--- config.mk ---
export PLATFORM = sky130hd
export DESIGN_NAME = csi2_pkt_crc_check_flat
export DESIGN_NICKNAME = d
export VERILOG_FILES = /design/src/rtl/csi2_pkt_crc_check_pkg.sv /design/src/rtl/csi2_pkt_crc_check_if.sv /design/src/rtl/csi2_crc16_byte.sv /design/src/rtl/csi2_pkt_crc_check.sv /design/src/flat_wrapper.sv
export SDC_FILE = /design/constraint.sdc
export NUM_CORES = 1
export LEC_CHECK = 0
export CAP_MARGIN = 30
export CELL_PAD_IN_SITES_DETAIL_PLACEMENT = 0
export CELL_PAD_IN_SITES_GLOBAL_PLACEMENT = 1
export CORE_MARGIN = 8
export CORE_UTILIZATION = 50
export DETAILED_ROUTE_END_ITERATION = 6
export MAX_ROUTING_LAYER = met4
export PLACE_DENSITY_LB_ADDON = 0.3
export SLEW_MARGIN = 20
export SYNTH_ARGS = -nofsm -noshare
export SYNTH_HDL_FRONTEND = slang
export SYNTH_HIERARCHICAL = 1
export SYNTH_SLANG_ARGS = --single-unit
export TNS_END_PERCENT = 20
--- constraint.sdc ---
create_clock -name clk_i -period 5.3 [get_ports clk_i]
set_input_delay 1.06 -clock clk_i [delete_from_list [all_inputs] [get_ports clk_i]]
set_output_delay 1.06 -clock clk_i [all_outputs]
set_load 0.02 [all_outputs]
--- src/rtl/csi2_pkt_crc_check_pkg.sv ---
// Shared types and constants for the CSI-2 packet parser / payload CRC checker.
package csi2_crc_pkg;

    typedef enum logic [2:0] {
        StHdr,
        StPayload,
        StCrcLo,
        StCrcHi,
        StDrop
    } state_e;

    localparam logic [15:0] CRC_POLY_REFL   = 16'h8408;
    localparam logic [15:0] CRC_SEED        = 16'hFFFF;
    localparam logic [5:0]  LONG_PKT_DT_MIN = 6'h10;

    // Common data types; anything at or above LONG_PKT_DT_MIN carries a payload.
    localparam logic [5:0] DT_FS     = 6'h00;
    localparam logic [5:0] DT_FE     = 6'h01;
    localparam logic [5:0] DT_LS     = 6'h02;
    localparam logic [5:0] DT_LE     = 6'h03;
    localparam logic [5:0] DT_NULL   = 6'h10;
    localparam logic [5:0] DT_BLANK  = 6'h11;
    localparam logic [5:0] DT_EMBED  = 6'h12;
    localparam logic [5:0] DT_YUV422 = 6'h1E;
    localparam logic [5:0] DT_RGB888 = 6'h24;
    localparam logic [5:0] DT_RAW8   = 6'h2A;
    localparam logic [5:0] DT_RAW10  = 6'h2B;
    localparam logic [5:0] DT_RAW12  = 6'h2C;

    function automatic logic is_long_pkt(input logic [5:0] dt);
        return dt >= LONG_PKT_DT_MIN;
    endfunction

endpackage

--- src/rtl/csi2_pkt_crc_check_if.sv ---
// Byte-wide AXI4-Stream bundle used for both packet input and payload output.
interface axi4_stream;

    logic [7:0] tdata;
    logic       tvalid;
    logic       tready;
    logic       tlast;

    modport master (
        output tdata,
        output tvalid,
        output tlast,
        input  tready
    );

    modport slave (
        input  tdata,
        input  tvalid,
        input  tlast,
        output tready
    );

endinterface

--- src/rtl/csi2_crc16_byte.sv ---
// Combinational CRC-16 (reflected 0x8408, LSB-first) update for one byte.
module csi2_crc16_byte
    import csi2_crc_pkg::*;
(
    input  logic [15:0] crc_i,
    input  logic [7:0]  byte_i,
    output logic [15:0] crc_o
);

    logic [15:0] c;

    always_comb begin
        c = crc_i ^ {8'h00, byte_i};
        for (int i = 0; i < 8; i++) begin
            c = c[0] ? ((c >> 1) ^ CRC_POLY_REFL) : (c >> 1);
        end
        crc_o = c;
    end

endmodule

--- src/rtl/csi2_pkt_crc_check.sv ---
// Splits CSI-2 packets into header side-band fields and a payload stream,
// checking the long-packet CRC-16 and the tlast position against the header.
module csi2_pkt_crc_check
    import csi2_crc_pkg::*;
(
    input  logic        clk_i,
    input  logic        rst_n_i,
    axi4_stream.slave   pkt_i,
    axi4_stream.master  payload_o,
    output logic        hdr_valid_o,
    output logic [1:0]  vc_o,
    output logic [5:0]  dt_o,
    output logic [15:0] wc_o,
    output logic        crc_err_o,
    output logic        len_err_o
);

    state_e      state_q, state_d;
    logic [1:0]  hdr_cnt_q, hdr_cnt_d;
    logic [15:0] pay_cnt_q, pay_cnt_d;
    logic [15:0] crc_q, crc_d;
    logic [7:0]  crc_lo_q, crc_lo_d;
    logic [7:0]  di_q, di_d;
    logic [7:0]  wc_lo_q, wc_lo_d;
    logic [7:0]  wc_hi_q, wc_hi_d;
    logic [1:0]  vc_q, vc_d;
    logic [5:0]  dt_q, dt_d;
    logic [15:0] wc_q, wc_d;
    logic        out_valid_q, out_valid_d;
    logic [7:0]  out_data_q, out_data_d;
    logic        out_last_q, out_last_d;
    logic        hdr_valid_q, hdr_valid_d;
    logic        crc_err_q, crc_err_d;
    logic        len_err_q, len_err_d;

    logic        pkt_ready;
    logic        accept;
    logic [15:0] hdr_wc;
    logic [15:0] crc_next;

    csi2_crc16_byte u_crc16 (
        .crc_i  (crc_q),
        .byte_i (pkt_i.tdata),
        .crc_o  (crc_next)
    );

    // Only the payload path can stall: one output register, no skid buffer.
    assign pkt_ready = (state_q == StPayload) ? (!out_valid_q || payload_o.tready) : 1'b1;
    assign accept    = pkt_i.tvalid && pkt_ready;
    assign hdr_wc    = {wc_hi_q, wc_lo_q};

    always_comb begin
        state_d     = state_q;
        hdr_cnt_d   = hdr_cnt_q;
        pay_cnt_d   = pay_cnt_q;
        crc_d       = crc_q;
        crc_lo_d    = crc_lo_q;
        di_d        = di_q;
        wc_lo_d     = wc_lo_q;
        wc_hi_d     = wc_hi_q;
        vc_d        = vc_q;
        dt_d        = dt_q;
        wc_d        = wc_q;
        out_valid_d = out_valid_q && !payload_o.tready;
        out_data_d  = out_data_q;
        out_last_d  = out_last_q;
        hdr_valid_d = 1'b0;
        crc_err_d   = 1'b0;
        len_err_d   = 1'b0;

        unique case (state_q)
            StHdr: begin
                if (accept) begin
                    if (hdr_cnt_q != 2'd3) begin
                        case (hdr_cnt_q)
                            2'd0:    di_d    = pkt_i.tdata;
                            2'd1:    wc_lo_d = pkt_i.tdata;
                            default: wc_hi_d = pkt_i.tdata;
                        endcase
                        if (pkt_i.tlast) begin
                            len_err_d = 1'b1;
                            hdr_cnt_d = 2'd0;
                        end else begin
                            hdr_cnt_d = hdr_cnt_q + 2'd1;
                        end
                    end else begin
                        // ECC byte: header is complete.
                        hdr_cnt_d   = 2'd0;
                        hdr_valid_d = 1'b1;
                        vc_d        = di_q[7:6];
                        dt_d        = di_q[5:0];
                        wc_d        = hdr_wc;
                        crc_d       = CRC_SEED;
                        if (!is_long_pkt(di_q[5:0])) begin
                            if (!pkt_i.tlast) begin
                                len_err_d = 1'b1;
                                state_d   = StDrop;
                            end
                        end else if (pkt_i.tlast) begin
                            len_err_d = 1'b1;
                        end else if (hdr_wc == 16'd0) begin
                            state_d = StCrcLo;
                        end else begin
                            pay_cnt_d = hdr_wc;
                            state_d   = StPayload;
                        end
                    end
                end
            end

            StPayload: begin
                if (accept) begin
                    out_valid_d = 1'b1;
                    out_data_d  = pkt_i.tdata;
                    out_last_d  = pkt_i.tlast || (pay_cnt_q == 16'd1);
                    crc_d       = crc_next;
                    pay_cnt_d   = pay_cnt_q - 16'd1;
                    // tlast anywhere in the payload is early: the CRC is still owed.
                    if (pkt_i.tlast) begin
                        len_err_d = 1'b1;
                        state_d   = StHdr;
                    end else if (pay_cnt_q == 16'd1) begin
                        state_d = StCrcLo;
                    end
                end
            end

            StCrcLo: begin
                if (accept) begin
                    if (pkt_i.tlast) begin
                        len_err_d = 1'b1;
                        state_d   = StHdr;
                    end else begin
                        crc_lo_d = pkt_i.tdata;
                        state_d  = StCrcHi;
                    end
                end
            end

            StCrcHi: begin
                if (accept) begin
                    if (!pkt_i.tlast) begin
                        len_err_d = 1'b1;
                        state_d   = StDrop;
                    end else begin
                        crc_err_d = ({pkt_i.tdata, crc_lo_q} != crc_q);
                        state_d   = StHdr;
                    end
                end
            end

            StDrop: begin
                if (accept && pkt_i.tlast) begin
                    state_d = StHdr;
                end
            end

            default: state_d = StHdr;
        endcase
    end

    always_ff @(posedge clk_i or negedge rst_n_i) begin
        if (!rst_n_i) begin
            state_q     <= StHdr;
            hdr_cnt_q   <= 2'd0;
            pay_cnt_q   <= 16'd0;
            crc_q       <= CRC_SEED;
            crc_lo_q    <= 8'd0;
            di_q        <= 8'd0;
            wc_lo_q     <= 8'd0;
            wc_hi_q     <= 8'd0;
            vc_q        <= 2'd0;
            dt_q        <= 6'd0;
            wc_q        <= 16'd0;
            out_valid_q <= 1'b0;
            out_data_q  <= 8'd0;
            out_last_q  <= 1'b0;
            hdr_valid_q <= 1'b0;
            crc_err_q   <= 1'b0;
            len_err_q   <= 1'b0;
        end else begin
            state_q     <= state_d;
            hdr_cnt_q   <= hdr_cnt_d;
            pay_cnt_q   <= pay_cnt_d;
            crc_q       <= crc_d;
            crc_lo_q    <= crc_lo_d;
            di_q        <= di_d;
            wc_lo_q     <= wc_lo_d;
            wc_hi_q     <= wc_hi_d;
            vc_q        <= vc_d;
            dt_q        <= dt_d;
            wc_q        <= wc_d;
            out_valid_q <= out_valid_d;
            out_data_q  <= out_data_d;
            out_last_q  <= out_last_d;
            hdr_valid_q <= hdr_valid_d;
            crc_err_q   <= crc_err_d;
            len_err_q   <= len_err_d;
        end
    end

    assign pkt_i.tready     = pkt_ready;
    assign payload_o.tvalid = out_valid_q;
    assign payload_o.tdata  = out_data_q;
    assign payload_o.tlast  = out_last_q;
    assign hdr_valid_o      = hdr_valid_q;
    assign vc_o             = vc_q;
    assign dt_o             = dt_q;
    assign wc_o             = wc_q;
    assign crc_err_o        = crc_err_q;
    assign len_err_o        = len_err_q;

endmodule

--- src/flat_wrapper.sv ---
// flat-port wrapper written by rule: the top's interface ports become plain ports
module csi2_pkt_crc_check_flat import csi2_crc_pkg::*;
  (clk_i, rst_n_i, hdr_valid_o, vc_o, dt_o, wc_o, crc_err_o, len_err_o, pkt_i_tdata, pkt_i_tvalid, pkt_i_tlast, pkt_i_tready, payload_o_tdata, payload_o_tvalid, payload_o_tlast, payload_o_tready);
  axi4_stream pkt_i_i ();
  axi4_stream payload_o_i ();
  input  logic clk_i;
  input  logic rst_n_i;
  output logic hdr_valid_o;
  output logic [1:0] vc_o;
  output logic [5:0] dt_o;
  output logic [15:0] wc_o;
  output logic crc_err_o;
  output logic len_err_o;
  input wire logic [$bits(pkt_i_i.tdata)-1:0] pkt_i_tdata;
  input wire logic [$bits(pkt_i_i.tvalid)-1:0] pkt_i_tvalid;
  input wire logic [$bits(pkt_i_i.tlast)-1:0] pkt_i_tlast;
  output wire logic [$bits(pkt_i_i.tready)-1:0] pkt_i_tready;
  output wire logic [$bits(payload_o_i.tdata)-1:0] payload_o_tdata;
  output wire logic [$bits(payload_o_i.tvalid)-1:0] payload_o_tvalid;
  output wire logic [$bits(payload_o_i.tlast)-1:0] payload_o_tlast;
  input wire logic [$bits(payload_o_i.tready)-1:0] payload_o_tready;
  assign pkt_i_i.tdata = pkt_i_tdata;
  assign pkt_i_i.tvalid = pkt_i_tvalid;
  assign pkt_i_i.tlast = pkt_i_tlast;
  assign pkt_i_tready = pkt_i_i.tready;
  assign payload_o_tdata = payload_o_i.tdata;
  assign payload_o_tvalid = payload_o_i.tvalid;
  assign payload_o_tlast = payload_o_i.tlast;
  assign payload_o_i.tready = payload_o_tready;
  csi2_pkt_crc_check u_core (.clk_i(clk_i), .rst_n_i(rst_n_i), .pkt_i(pkt_i_i), .payload_o(payload_o_i), .hdr_valid_o(hdr_valid_o), .vc_o(vc_o), .dt_o(dt_o), .wc_o(wc_o), .crc_err_o(crc_err_o), .len_err_o(len_err_o));
endmodule
# Word level (Yosys, flattened, before mapping)
# Index checks and enable logic that the tools add are counted.
[totals] mem_bits_ro=0 register_bits=106 memories=0 latch_bits=0 inputBits=13 mem_bits_rw=0
[classes] n_div=0 n_eq_ne=18 order_cmp=1 bitwise=12 add_sub_neg=2 reduce_logical=23 muxes=53 multipliers=0 n_shift=0
[ops] operator="16-bit two-way mux" count=17
[ops] operator="16-bit case mux with 2 select lines" count=2
[ops] operator="3-bit two-way mux" count=12
[ops] operator="2-bit NOT with 3-bit output" count=8
[ops] operator="16-bit by 1-bit equality test with 1-bit output (second input constant)" count=1
[ops] operator="16-bit zero test" count=1
[ops] operator="1-bit two-way mux" count=16
[ops] operator="16-bit inequality test" count=1
[ops] operator="4-bit AND reduction" count=4
[ops] operator="16-bit by 1-bit subtractor with 16-bit output (second input constant)" count=1
[ops] operator="16-bit by 8-bit XOR with 16-bit output" count=1
[ops] operator="3-bit case mux with 5 select lines" count=1
[ops] operator="2-bit by 1-bit inequality test with 1-bit output (second input constant)" count=6
[ops] operator="2-bit two-way mux" count=4
[ops] operator="2-bit inequality test (second input constant)" count=4
[ops] operator="8-bit AND reduction" count=1
[ops] operator="7-bit AND reduction" count=1
[ops] operator="3-bit by 2-bit equality test with 1-bit output (second input constant)" count=2
[ops] operator="6-bit by 5-bit greater-or-equal comparator with 1-bit output (second input constant)" count=1
[ops] operator="3-bit AND reduction" count=2
[ops] operator="2-bit AND reduction" count=2
[ops] operator="2-bit OR reduction" count=2
[ops] operator="3-bit by 1-bit equality test with 1-bit output (second input constant)" count=1
[ops] operator="3-bit equality test (second input constant)" count=1
[ops] operator="11 further kinds" count=17

# Depth between registers and ports, before layout
# Gate-level depths: netlist of the first run.
[logic_depth] word_depth=19 ltp_mapped=7 mapped_depth_nobuf=7

# Modules after synthesis
# The synthesis of the first run kept the hierarchy.
[by_module_without_submodules] mod="csi2_pkt_crc_check" instances=1 cells_per_inst=447 area_per_inst_um2=4959.8
[by_module_without_submodules] mod="csi2_crc16_byte" instances=1 cells_per_inst=25 area_per_inst_um2=387.9

# Worst setup path before layout of the first run
# OpenSTA, ideal clock, no wires.
[synth_path] path_type="input to output" startpoint="input port payload_o_tready" endpoint="output port pkt_i_tready" stages=3 slack_ns=2.746 arrival_ns=1.494 path_cell_list="nand2b_1 nor2_1 inv_1"
[synth_between] elab_chain_len=2
[synth_lines] element="start, declared" line_no="flat_wrapper.sv:21" source="input wire logic [$bits(payload_o_i.tready)-1:0] payload_o_tready;"
[synth_lines] element="1-bit logical OR" line_no="csi2_pkt_crc_check.sv:48" source="assign pkt_ready = (state_q == StPayload) ? (!out_valid_q || payload_o.tready) : 1'b1;"
[synth_lines] element="1-bit two-way mux" line_no="csi2_pkt_crc_check.sv:48"
[synth_lines] element="end, declared" line_no="flat_wrapper.sv:17" source="output wire logic [$bits(pkt_i_i.tready)-1:0] pkt_i_tready;"
# Every way passes these cells.

# Final worst setup path of the first run
# Same ends and word-level chain as after synthesis.

==> results.ini, run 1 <==
[status]
status = complete, no violations

[sta]
tightestPinTransition_ns = 0.723
slew_viol_final = 0
worst_hold_slack_ns = 0.512
rsz0062_at_grt = false
clock_skew_ns = 0.0102
final.period_utilization = 0.664
setup_ws_ns = 1.78
relSlewSlack = 0.515
final_hold_viol_count = 0
min_period_ns = 3.52
tns_ns = 0
setup_violations = 0
fmax_ghz = 0.284

[global_route]
grt_pass1_wl_mm = 20.1
grt_antenna_before_repair = 0
grt_usage = 0.184
grt_max_degree = 74
grt_overflow = 0
grt_pass1_vias = 3785

[floorplan]
initial_core_util = 0.516
core_um2 = 10400
io-pin-count = 51
fp-row-count = 37
die_x_um = 119
die_h_um = 119
dieArea_um2 = 14300

[clock_tree]
cts_root_buf = clkbuf_8
numCtsBuffers = 9
clkLatencyLatePin_ns = 0.38
hold_buffers = 0
cts.sinks = 106
clockBufferDepth = 2
htreeDepth = 3
cts_tree = built
postCtsSetupRepairBufs = 0
ctsResizeCount = 0
cts.clk_slew.worst_paths_ns = 0.10

[run]
drv_cap = 0

[placed_design]
pre_cts_ws_ns = 1.78
routabilityCongestion = 0.782
dp_hpwl_mm = 8.40
io_buffers = 50

[yosys]
synthesis.instances = 472
synth_seq_cells = 106
avgSynthCellArea_um2 = 11.3
yosysWarningCount = 6
synth_cell_types = 54
synthTopCellsByArea = dfrtp_1, mux2_2, dfstp_2, xnor2_1, nor2_1
yosysSeqAreaShare = 0.500
yosys.area.top_type = dfrtp_1
syn_area_um2 = 5350
syn_nets = 490
yosysTopAreaCellShare = 0.421

[drt]
drtIter0Drc = 251
drt_wl_total_mm = 12.2
firstDrtPassIters = 4
drtAntennaViolNets = 0
vias = 3708
wl_per_cell_um = 18.5
viasPerCell = 5.64
drc = 0

[worst_setup_path]
path_delay_family = buffers and inverters
cp_data_required_time_ns = 4.24
crit_start = payload_o_tready
cp_max_fo = 3
crit_arrival_ns = 2.46
end_kind = primary output
rr_startpoint = u_core/state_q[1]$_DFFE_PN0P_
cp-start-kind = input port
cp_slowest_cell = clkdlybuf4s50_1
crit_chain = clkdlybuf4s50_1 > nand2b_1 > nor2_1 > inv_1 > clkdlybuf4s50_1
path_buf_inv = 3
cpPeakStageDelay_ns = 0.60
critPathKind = in2out
crit_top_cell = clkdlybuf4s50_1

[hold_path]
hp-class = reg2reg
min-delay-start = u_core/di_q[3]$_DFFE_PN0P_

[final_layout]
layout_common_cells = dfrtp_1, mux2_2, nor2_1
layout_commonest_cell = dfrtp_1
syn_to_final_growth_pct = 16.1
fill_cells = 894
diodes = 0
layout-drive-gt1-share = 0.228
final_nets = 534

[power]
p_total_mw = 3.88
leakage_nw = 2.62
p_per_area_nw_per_um2 = 624
peakVddDrop_uv = 330

-- area by class of cell --
cell class	instances	area [um^2]	share of cell area
sequential	106	2670	0.430
multi-input combinational	332	2540	0.409
timing repair buffer	57	578	0.0931
tap	136	170	0.0274
clock buffer	10	128	0.0206
clock inverter	6	81.3	0.0131
inverter	10	37.5	0.00604
-- final timing paths --
kind                                                       to  slack (ns)  depth (start not counted)
min in group asynchronous          u_core/wc_o[9]$_DFFE_PN0P_        0.52                          1
worst max register to register  u_core/state_q[0]$_DFFE_PN0P_        2.97                          6
worst min-delay path               u_core/di_q[3]$_DFFE_PN0P_        0.51                          1
max in group asynchronous         u_core/crc_q[4]$_DFFE_PN1P_        4.04                          2
worst max-delay path                             pkt_i_tready        1.78                          5
worst min register to register     u_core/di_q[3]$_DFFE_PN0P_        0.51                          1
-- power breakdown --
part	total (mW)	leakage (nW)	internal (mW)	switching, mW
logic	1.81	1.22	0.913	0.897
clock network	0.529	0.107	0.231	0.298
registers	1.54	1.30	1.18	0.354
total	3.88	2.62	2.33	1.55
-- registers in the layout, summed over array words and instances, names as in the netlist --
name                     flops
u_core/crc_err_o             1
u_core/payload_o.tdata       8
u_core/hdr_valid_o           1
u_core/pay_cnt_q            16
u_core/payload_o.tlast       1
u_core/payload_o.tvalid      1
u_core/state_q               3
u_core/len_err_o             1
u_core/crc_lo_q              8
u_core/dt_o                  6
u_core/hdr_cnt_q             2
u_core/crc_q                16
u_core/vc_o                  2
u_core/wc_o                 16
u_core/di_q                  8
u_core/wc_lo_q               8
u_core/wc_hi_q               8
-- logic make-up (layout without fill, tap and decap cells) --
family	Yosys count	after routing	synth area share
muxes	65	65	0.137
DFF	106	106	0.500
AOI/OAI and AO/OA	80	80	0.0917
buffers and inverters	34	83	0.0271
xor gates and xnor gates	41	41	0.0997
and+or+nand+nor	141	141	0.133
adders and majority gates	5	5	0.0117
-- stage by stage --
step	cell area, um^2	instances	util
final	6210	657	0.599
after global routing	6210	657	0.599
after CTS	6180	656	0.596
after detailed placement	5970	640	0.576
after global placement	5960	639	0.575
after floorplan	5350	472	-
-- layer usage --
layer	global-route usage	share of wire	wire length, um	up-vias
li1	-	-	-	1769
met1	0.243	0.48	5890	1855
met2	0.274	0.47	5670	72
met3	0.0435	0.037	456	12
met4	0.0601	0.013	155	0
met5	-	0	0	-
-- synth_stat cells (all sizes together) --
master	number
o31ai	2
nor3b	5
nand2b	2
nor2	56
ha	5
o32ai	1
a32o	1
a311oi	3
a2111oi	1
nand4	7
o211a	1
o31a	1
nor2b	1
nand2	22
nor4	9
a31oi	2
or3	4
xnor3	5
mux2	65
xor2	4
o21ai	12
inv	10
clkbuf	14
xor3	4
xnor2	28
dfstp	16
nand3	10
buf	10
and4	3
a2111o	1
o22ai	8
o211ai	2
nand4b	1
and3	2
nor3	12
or4	3
o21a	1
a211oi	6
dfrtp	90
a21oi	38
or2	4
Note: power is estimated with default switching activity, not from simulation.
==> run 2, diff against run 1 <==
--- a/config.mk
+++ b/config.mk
@@ -9,7 +9,7 @@
 export CELL_PAD_IN_SITES_DETAIL_PLACEMENT = 0
 export CELL_PAD_IN_SITES_GLOBAL_PLACEMENT = 1
 export CORE_MARGIN = 8
-export CORE_UTILIZATION = 50
+export CORE_UTILIZATION = 42
 export DETAILED_ROUTE_END_ITERATION = 6
 export MAX_ROUTING_LAYER = met4
 export PLACE_DENSITY_LB_ADDON = 0.3
==> constraint.sdc (replaced) <==
create_clock -name clk_i -period 3.2 [get_ports clk_i]
set_input_delay 0.64 -clock clk_i [delete_from_list [all_inputs] [get_ports clk_i]]
set_output_delay 0.64 -clock clk_i [all_outputs]
set_load 0.02 [all_outputs]
==> results.ini, run 2 (synthesis results as in run 1) <==
[sta]
setup_violations = 0  ; unchanged
fmax_ghz = 0.370
tightestPinTransition_ns = 0.652  ; -0.0711 ns
min_period_ns = 2.70
tns_ns = 0  ; unchanged
final_hold_viol_count = 0  ; unchanged
clock_skew_ns = 0.00866  ; -0.00153 ns
final.period_utilization = 0.845
slew_viol_final = 0  ; unchanged
rsz0062_at_grt = false
relSlewSlack = 0.565  ; +0.0500

[power]
clockPowerShare = 0.165  ; +0.029
p_sw_mw = 2.61  ; +69%
peakVddDrop_uv = 579  ; +75%
leakage_nw = 2.68  ; +2.2%
p_seq_frac = 0.385  ; -0.012
p_per_area_nw_per_um2 = 1050  ; +67%
internal-power_mw = 4.03  ; +73%
p_sw_frac = 0.393  ; -0.00631
pwr-share-comb = 0.450  ; -0.017

[clock_tree]
clkLatencyLatePin_ns = 0.35  ; -0.03 ns
numCtsBuffers = 9  ; unchanged
cts_tree = built
cts_root_buf = clkbuf_16
ctsResizeCount = 0  ; unchanged
cts.sinks = 106  ; unchanged
hold_buffers = 0  ; unchanged
postCtsSetupRepairBufs = 0  ; unchanged
cts.clk_slew.worst_paths_ns = 0.08  ; -0.02 ns
clockBufferDepth = 2  ; unchanged
htreeDepth = 3  ; unchanged

[drt]
wl_per_cell_um = 17.7  ; -4.3%
firstDrtPassIters = 4  ; unchanged
drtIter0Drc = 366  ; +46%
vias = 3756  ; +1.3%
viasPerCell = 5.37  ; -4.8%
drt_wl_total_mm = 12.4  ; +1.8%
drc = 0  ; unchanged
drtAntennaViolNets = 0  ; unchanged

[worst_setup_path]
path_buf_inv = 3  ; unchanged
crit_top_cell = inv_1
cp_data_required_time_ns = 2.56  ; -1.68 ns
cpPeakStageDelay_ns = 0.54  ; -0.06 ns
crit_arrival_ns = 2.06  ; -0.40 ns
path_delay_family = buffers and inverters
cp_max_fo = 9  ; +6
cp_slowest_cell = clkdlybuf4s50_1
crit_chain = inv_1 > nand3_1 > nor2_1 > inv_1 > clkdlybuf4s50_1
end_kind = primary output
critPathKind = reg2out
cp-start-kind = register

[floorplan]
dieArea_um2 = 16600  ; +16%
die_h_um = 129  ; +7.9%
die_x_um = 129  ; +7.9%
io-pin-count = 51  ; unchanged
initial_core_util = 0.427  ; -0.0885
core_um2 = 12500  ; +21%
fp-row-count = 41  ; +11%

[final_layout]
layout_common_cells = dfrtp_1, mux2_2, nor2_1
fill_cells = 1178  ; +32%
final_cell_area_um2 = 6350  ; +2.3%
syn_to_final_growth_pct = 18.8
diodes = 0  ; unchanged
layout_commonest_cell = dfrtp_1
layout-drive-gt1-share = 0.239  ; +0.0107
multi_input_area_um2 = 2540  ; unchanged
final_nets = 540  ; +1.1%
register_area_um2 = 2670  ; unchanged

[global_route]
grt_pass1_vias = 3741  ; -1.2%
grt_pass1_wl_mm = 20.6  ; +2.3%
grt_antenna_before_repair = 0  ; unchanged
grt_overflow = 0  ; unchanged
grt_usage = 0.164  ; -0.0193
grt_max_degree = 52  ; -30%

[placed_design]
dp_hpwl_mm = 8.70  ; +3.6%
routabilityCongestion = 0.883  ; +13%
placed_area_um2 = 6060  ; +1.5%
io_buffers = 50  ; unchanged

[hold_path]
hp-class = in2async

[status]
status = complete, no violations

[run]
drv_cap = 0  ; unchanged

## run 2: layer usage
metal	track usage	share of wire	vias to the layer above
met5	-	0	-
met4	0.0622	0.016	0
met3	0.0335	0.046	16
met2	0.237	0.45	85
met1	0.223	0.49	1871
li1	-	-	1784
## run 2: power by group through the flow
stage	clock (mW)	combinational (mW)	sequential, mW
4_1_cts	1.14	3.01	2.55
3_3_place_gp	0	2.95	2.55
2_1_floorplan	0	2.07	2.55
5_1_grt	1.18	3.29	2.65
6_report	1.10	2.99	2.55
3_5_place_dp	0	3.00	2.57
## run 2: final timing paths
path | from | to | slack [ns] | cells past startpoint
min in group clk_i | u_core/payload_o.tlast$_DFFE_PN0P_ | u_core/payload_o.tlast$_DFFE_PN0P_ | 0.50 | 1
setup / recovery | u_core/state_q[2]$_DFFE_PN0P_ | pkt_i_tready | 0.50 | 5
setup reg to reg | u_core/state_q[2]$_DFFE_PN0P_ | u_core/state_q[0]$_DFFE_PN0P_ | 0.82 | 6
hold reg to reg | u_core/payload_o.tlast$_DFFE_PN0P_ | u_core/payload_o.tlast$_DFFE_PN0P_ | 0.50 | 1
max in group asynchronous | rst_n_i | u_core/pay_cnt_q[6]$_DFFE_PN0P_ | 2.06 | 2
hold / removal | rst_n_i | u_core/pay_cnt_q[12]$_DFFE_PN0P_ | 0.30 | 1
## run 2: per-stage QoR
stage,utilization,total power [mW],hold slack (ns),cells,worst slack (ns)
after detailed placement,0.484,5.57,0.492,683,0.504
after global placement,0.484,5.50,0.475,683,0.546
final,0.508,6.64,0.303,699,0.496
after global routing,0.508,7.12,0.340,699,0.320
after CTS,0.508,6.70,0.321,699,0.495
after floorplan,-,4.62,0.344,472,1.10
## run 2: cell type report
cell class	instances	share of cell area
Multi-Input combinational cell	332	0.400
Timing Repair Buffer	63	0.0937
Clock inverter	7	0.0102
Clock buffer	9	0.0354
Tap cell	172	0.0339
Inverter	10	0.00591
Sequential cell	106	0.421
==> run 3, diff against run 2 <==
--- a/config.mk
+++ b/config.mk
@@ -9,7 +9,7 @@
 export CELL_PAD_IN_SITES_DETAIL_PLACEMENT = 0
 export CELL_PAD_IN_SITES_GLOBAL_PLACEMENT = 1
 export CORE_MARGIN = 8
-export CORE_UTILIZATION = 42
+export CORE_UTILIZATION = 46
 export DETAILED_ROUTE_END_ITERATION = 6
 export MAX_ROUTING_LAYER = met4
 export PLACE_DENSITY_LB_ADDON = 0.3
==> constraint.sdc (replaced) <==
create_clock -name clk_i -period 2.8 [get_ports clk_i]
set_input_delay 0.56 -clock clk_i [delete_from_list [all_inputs] [get_ports clk_i]]
set_output_delay 0.56 -clock clk_i [all_outputs]
set_load 0.02 [all_outputs]
==> results.ini, run 3 (synthesis results as in run 1) <==
[placed_design]
routabilityCongestion = 0.849  ; -3.8%
dp_hpwl_mm = 8.65  ; -0.58%
pre_cts_ws_ns = 0.295  ; -0.209 ns
io_buffers = 50  ; unchanged

[power]
peakVddDrop_uv = 701  ; +21%
leakage_nw = 2.69  ; +0.31%
p_per_area_nw_per_um2 = 1190  ; +14%

[status]
status = complete, no violations

[clock_tree]
numCtsBuffers = 9  ; unchanged
cts_root_buf = clkbuf_16
hold_buffers = 0  ; unchanged
cts.clk_slew.worst_paths_ns = 0.07  ; about the same
cts_tree = built
clkLatencyLatePin_ns = 0.35  ; about the same
cts.sinks = 106  ; unchanged
postCtsSetupRepairBufs = 0  ; unchanged
clockBufferDepth = 2  ; unchanged
ctsResizeCount = 0  ; unchanged
htreeDepth = 3  ; unchanged

[drt]
firstDrtPassIters = 5  ; +1
wl_per_cell_um = 18.4  ; +3.5%
wl_met3_um = 644  ; +12%
drc = 0  ; unchanged
wl_met2_mm = 5.81  ; +4.9%
viasPerCell = 5.60  ; +4.1%
vias = 3766  ; +0.27%
drt_wl_total_mm = 12.4  ; -0.31%
drt-met1-wl_mm = 5.76  ; -5.2%
drtIter0Drc = 254  ; -31%
drtAntennaViolNets = 0  ; unchanged
top_layer_used = met4

[floorplan]
io-pin-count = 51  ; unchanged
fp-row-count = 39  ; -4.9%
core_um2 = 11400  ; -9.2%
initial_core_util = 0.470  ; +0.0431
dieArea_um2 = 15300  ; -7.6%
die_h_um = 124  ; -3.9%
die_x_um = 124  ; -3.9%

[sta]
min_period_ns = 2.56
clock_skew_ns = 0.00984  ; +0.00118 ns
setup_ws_ns = 0.241  ; -0.255 ns
final.period_utilization = 0.914
setup_violations = 0  ; unchanged
fmax_ghz = 0.391
tightestPinTransition_ns = 0.560  ; -0.0922 ns
relSlewSlack = 0.627  ; +0.0614
tns_ns = 0  ; unchanged
final_hold_viol_count = 0  ; unchanged
slew_viol_final = 0  ; unchanged
rsz0062_at_grt = false

[global_route]
grt_pass1_vias = 3802  ; +1.6%
grt_max_degree = 47  ; -9.6%
grt_antenna_before_repair = 0  ; unchanged
grt_overflow = 0  ; unchanged
grt_pass1_wl_mm = 19.9  ; -3.2%
grt_usage = 0.174  ; +0.00935

[worst_setup_path]
crit_arrival_ns = 2.00  ; -0.06 ns
cp_data_required_time_ns = 2.24  ; -0.32 ns
r2r_cells = 6  ; unchanged
cp-start-kind = register
critPathKind = reg2out
end_kind = primary output
cp_max_fo = 9  ; unchanged

[hold_path]
hp-class = in2async

[final_layout]
syn_to_final_growth_pct = 18.6
fill_cells = 1002  ; -15%
layout_common_cells = dfrtp_1, mux2_2, nor2_1
register_area_um2 = 2670  ; unchanged
layout_commonest_cell = dfrtp_1
multi_input_area_um2 = 2540  ; unchanged
final_nets = 543  ; +0.56%
diodes = 0  ; unchanged
layout-drive-gt1-share = 0.242  ; +0.00242

[run]
drv_cap = 0  ; unchanged

[run 3: cell count changes in the layout (fill, tap and decap cells not counted), sizes merged]
cell	before	now
buf	14	17
clkbuf	9	10
clkinv	2	3
clkinvlp	0	1
inv	15	12
[run 3: final cells by class]
type	count	area share
clock inverter	6	0.00789
timing repair buffer	66	0.0994
tap	143	0.0282
inverter	10	0.00592
multi-input combinational	332	0.401
clock buffer	10	0.0361
sequential	106	0.421
[run 3: path summary, 6_finish.rpt]
path                                                    start                            endpoint  slack (ns)
setup / recovery                u_core/state_q[2]$_DFFE_PN0P_                        pkt_i_tready        0.24
hold / removal                                        rst_n_i     u_core/pay_cnt_q[7]$_DFFE_PN0P_        0.20
setup reg to reg                u_core/state_q[2]$_DFFE_PN0P_       u_core/state_q[0]$_DFFE_PN0P_        0.40
hold reg to reg            u_core/payload_o.tlast$_DFFE_PN0P_  u_core/payload_o.tlast$_DFFE_PN0P_        0.50
max in group asynchronous                             rst_n_i         u_core/crc_q[1]$_DFFE_PN1P_        1.85
min in group clk_i         u_core/payload_o.tlast$_DFFE_PN0P_  u_core/payload_o.tlast$_DFFE_PN0P_        0.50
[run 3: layer usage]
layer  track usage  vias up
met4        0.0497        0
met3        0.0440       11
met2         0.267       85
met5             -        -
li1              -     1793
met1         0.224     1877
[run 3: per-stage QoR]
step	hold slack (ns)	instance area (um^2)	total power [mW]	cells	utilization
after CTS	0.220	6340	7.63	673	0.558
after global routing	0.238	6340	8.07	673	0.558
final	0.197	6340	7.56	673	0.558
after global placement	0.473	6060	6.28	657	0.533
after floorplan	0.264	5350	5.28	472	-
after detailed placement	0.491	6060	6.39	657	0.533
[run 3: power breakdown]
group / leakage, nW / internal [mW] / total, mW / switching, mW
logic: 1.26 / 1.75 / 3.47 / 1.72
clock network: 0.135 / 0.615 / 1.21 / 0.590
registers: 1.30 / 2.25 / 2.89 / 0.642
total: 2.69 / 4.61 / 7.56 / 2.95
[run 3: worst max-delay path: stages, from the launching register on]
cell and delay [ns]:
dfrtp_1 0.48, inv_1 0.20, nand3_1 0.15, nor2_1 0.20, inv_1 0.08, clkdlybuf4s50_1 0.54
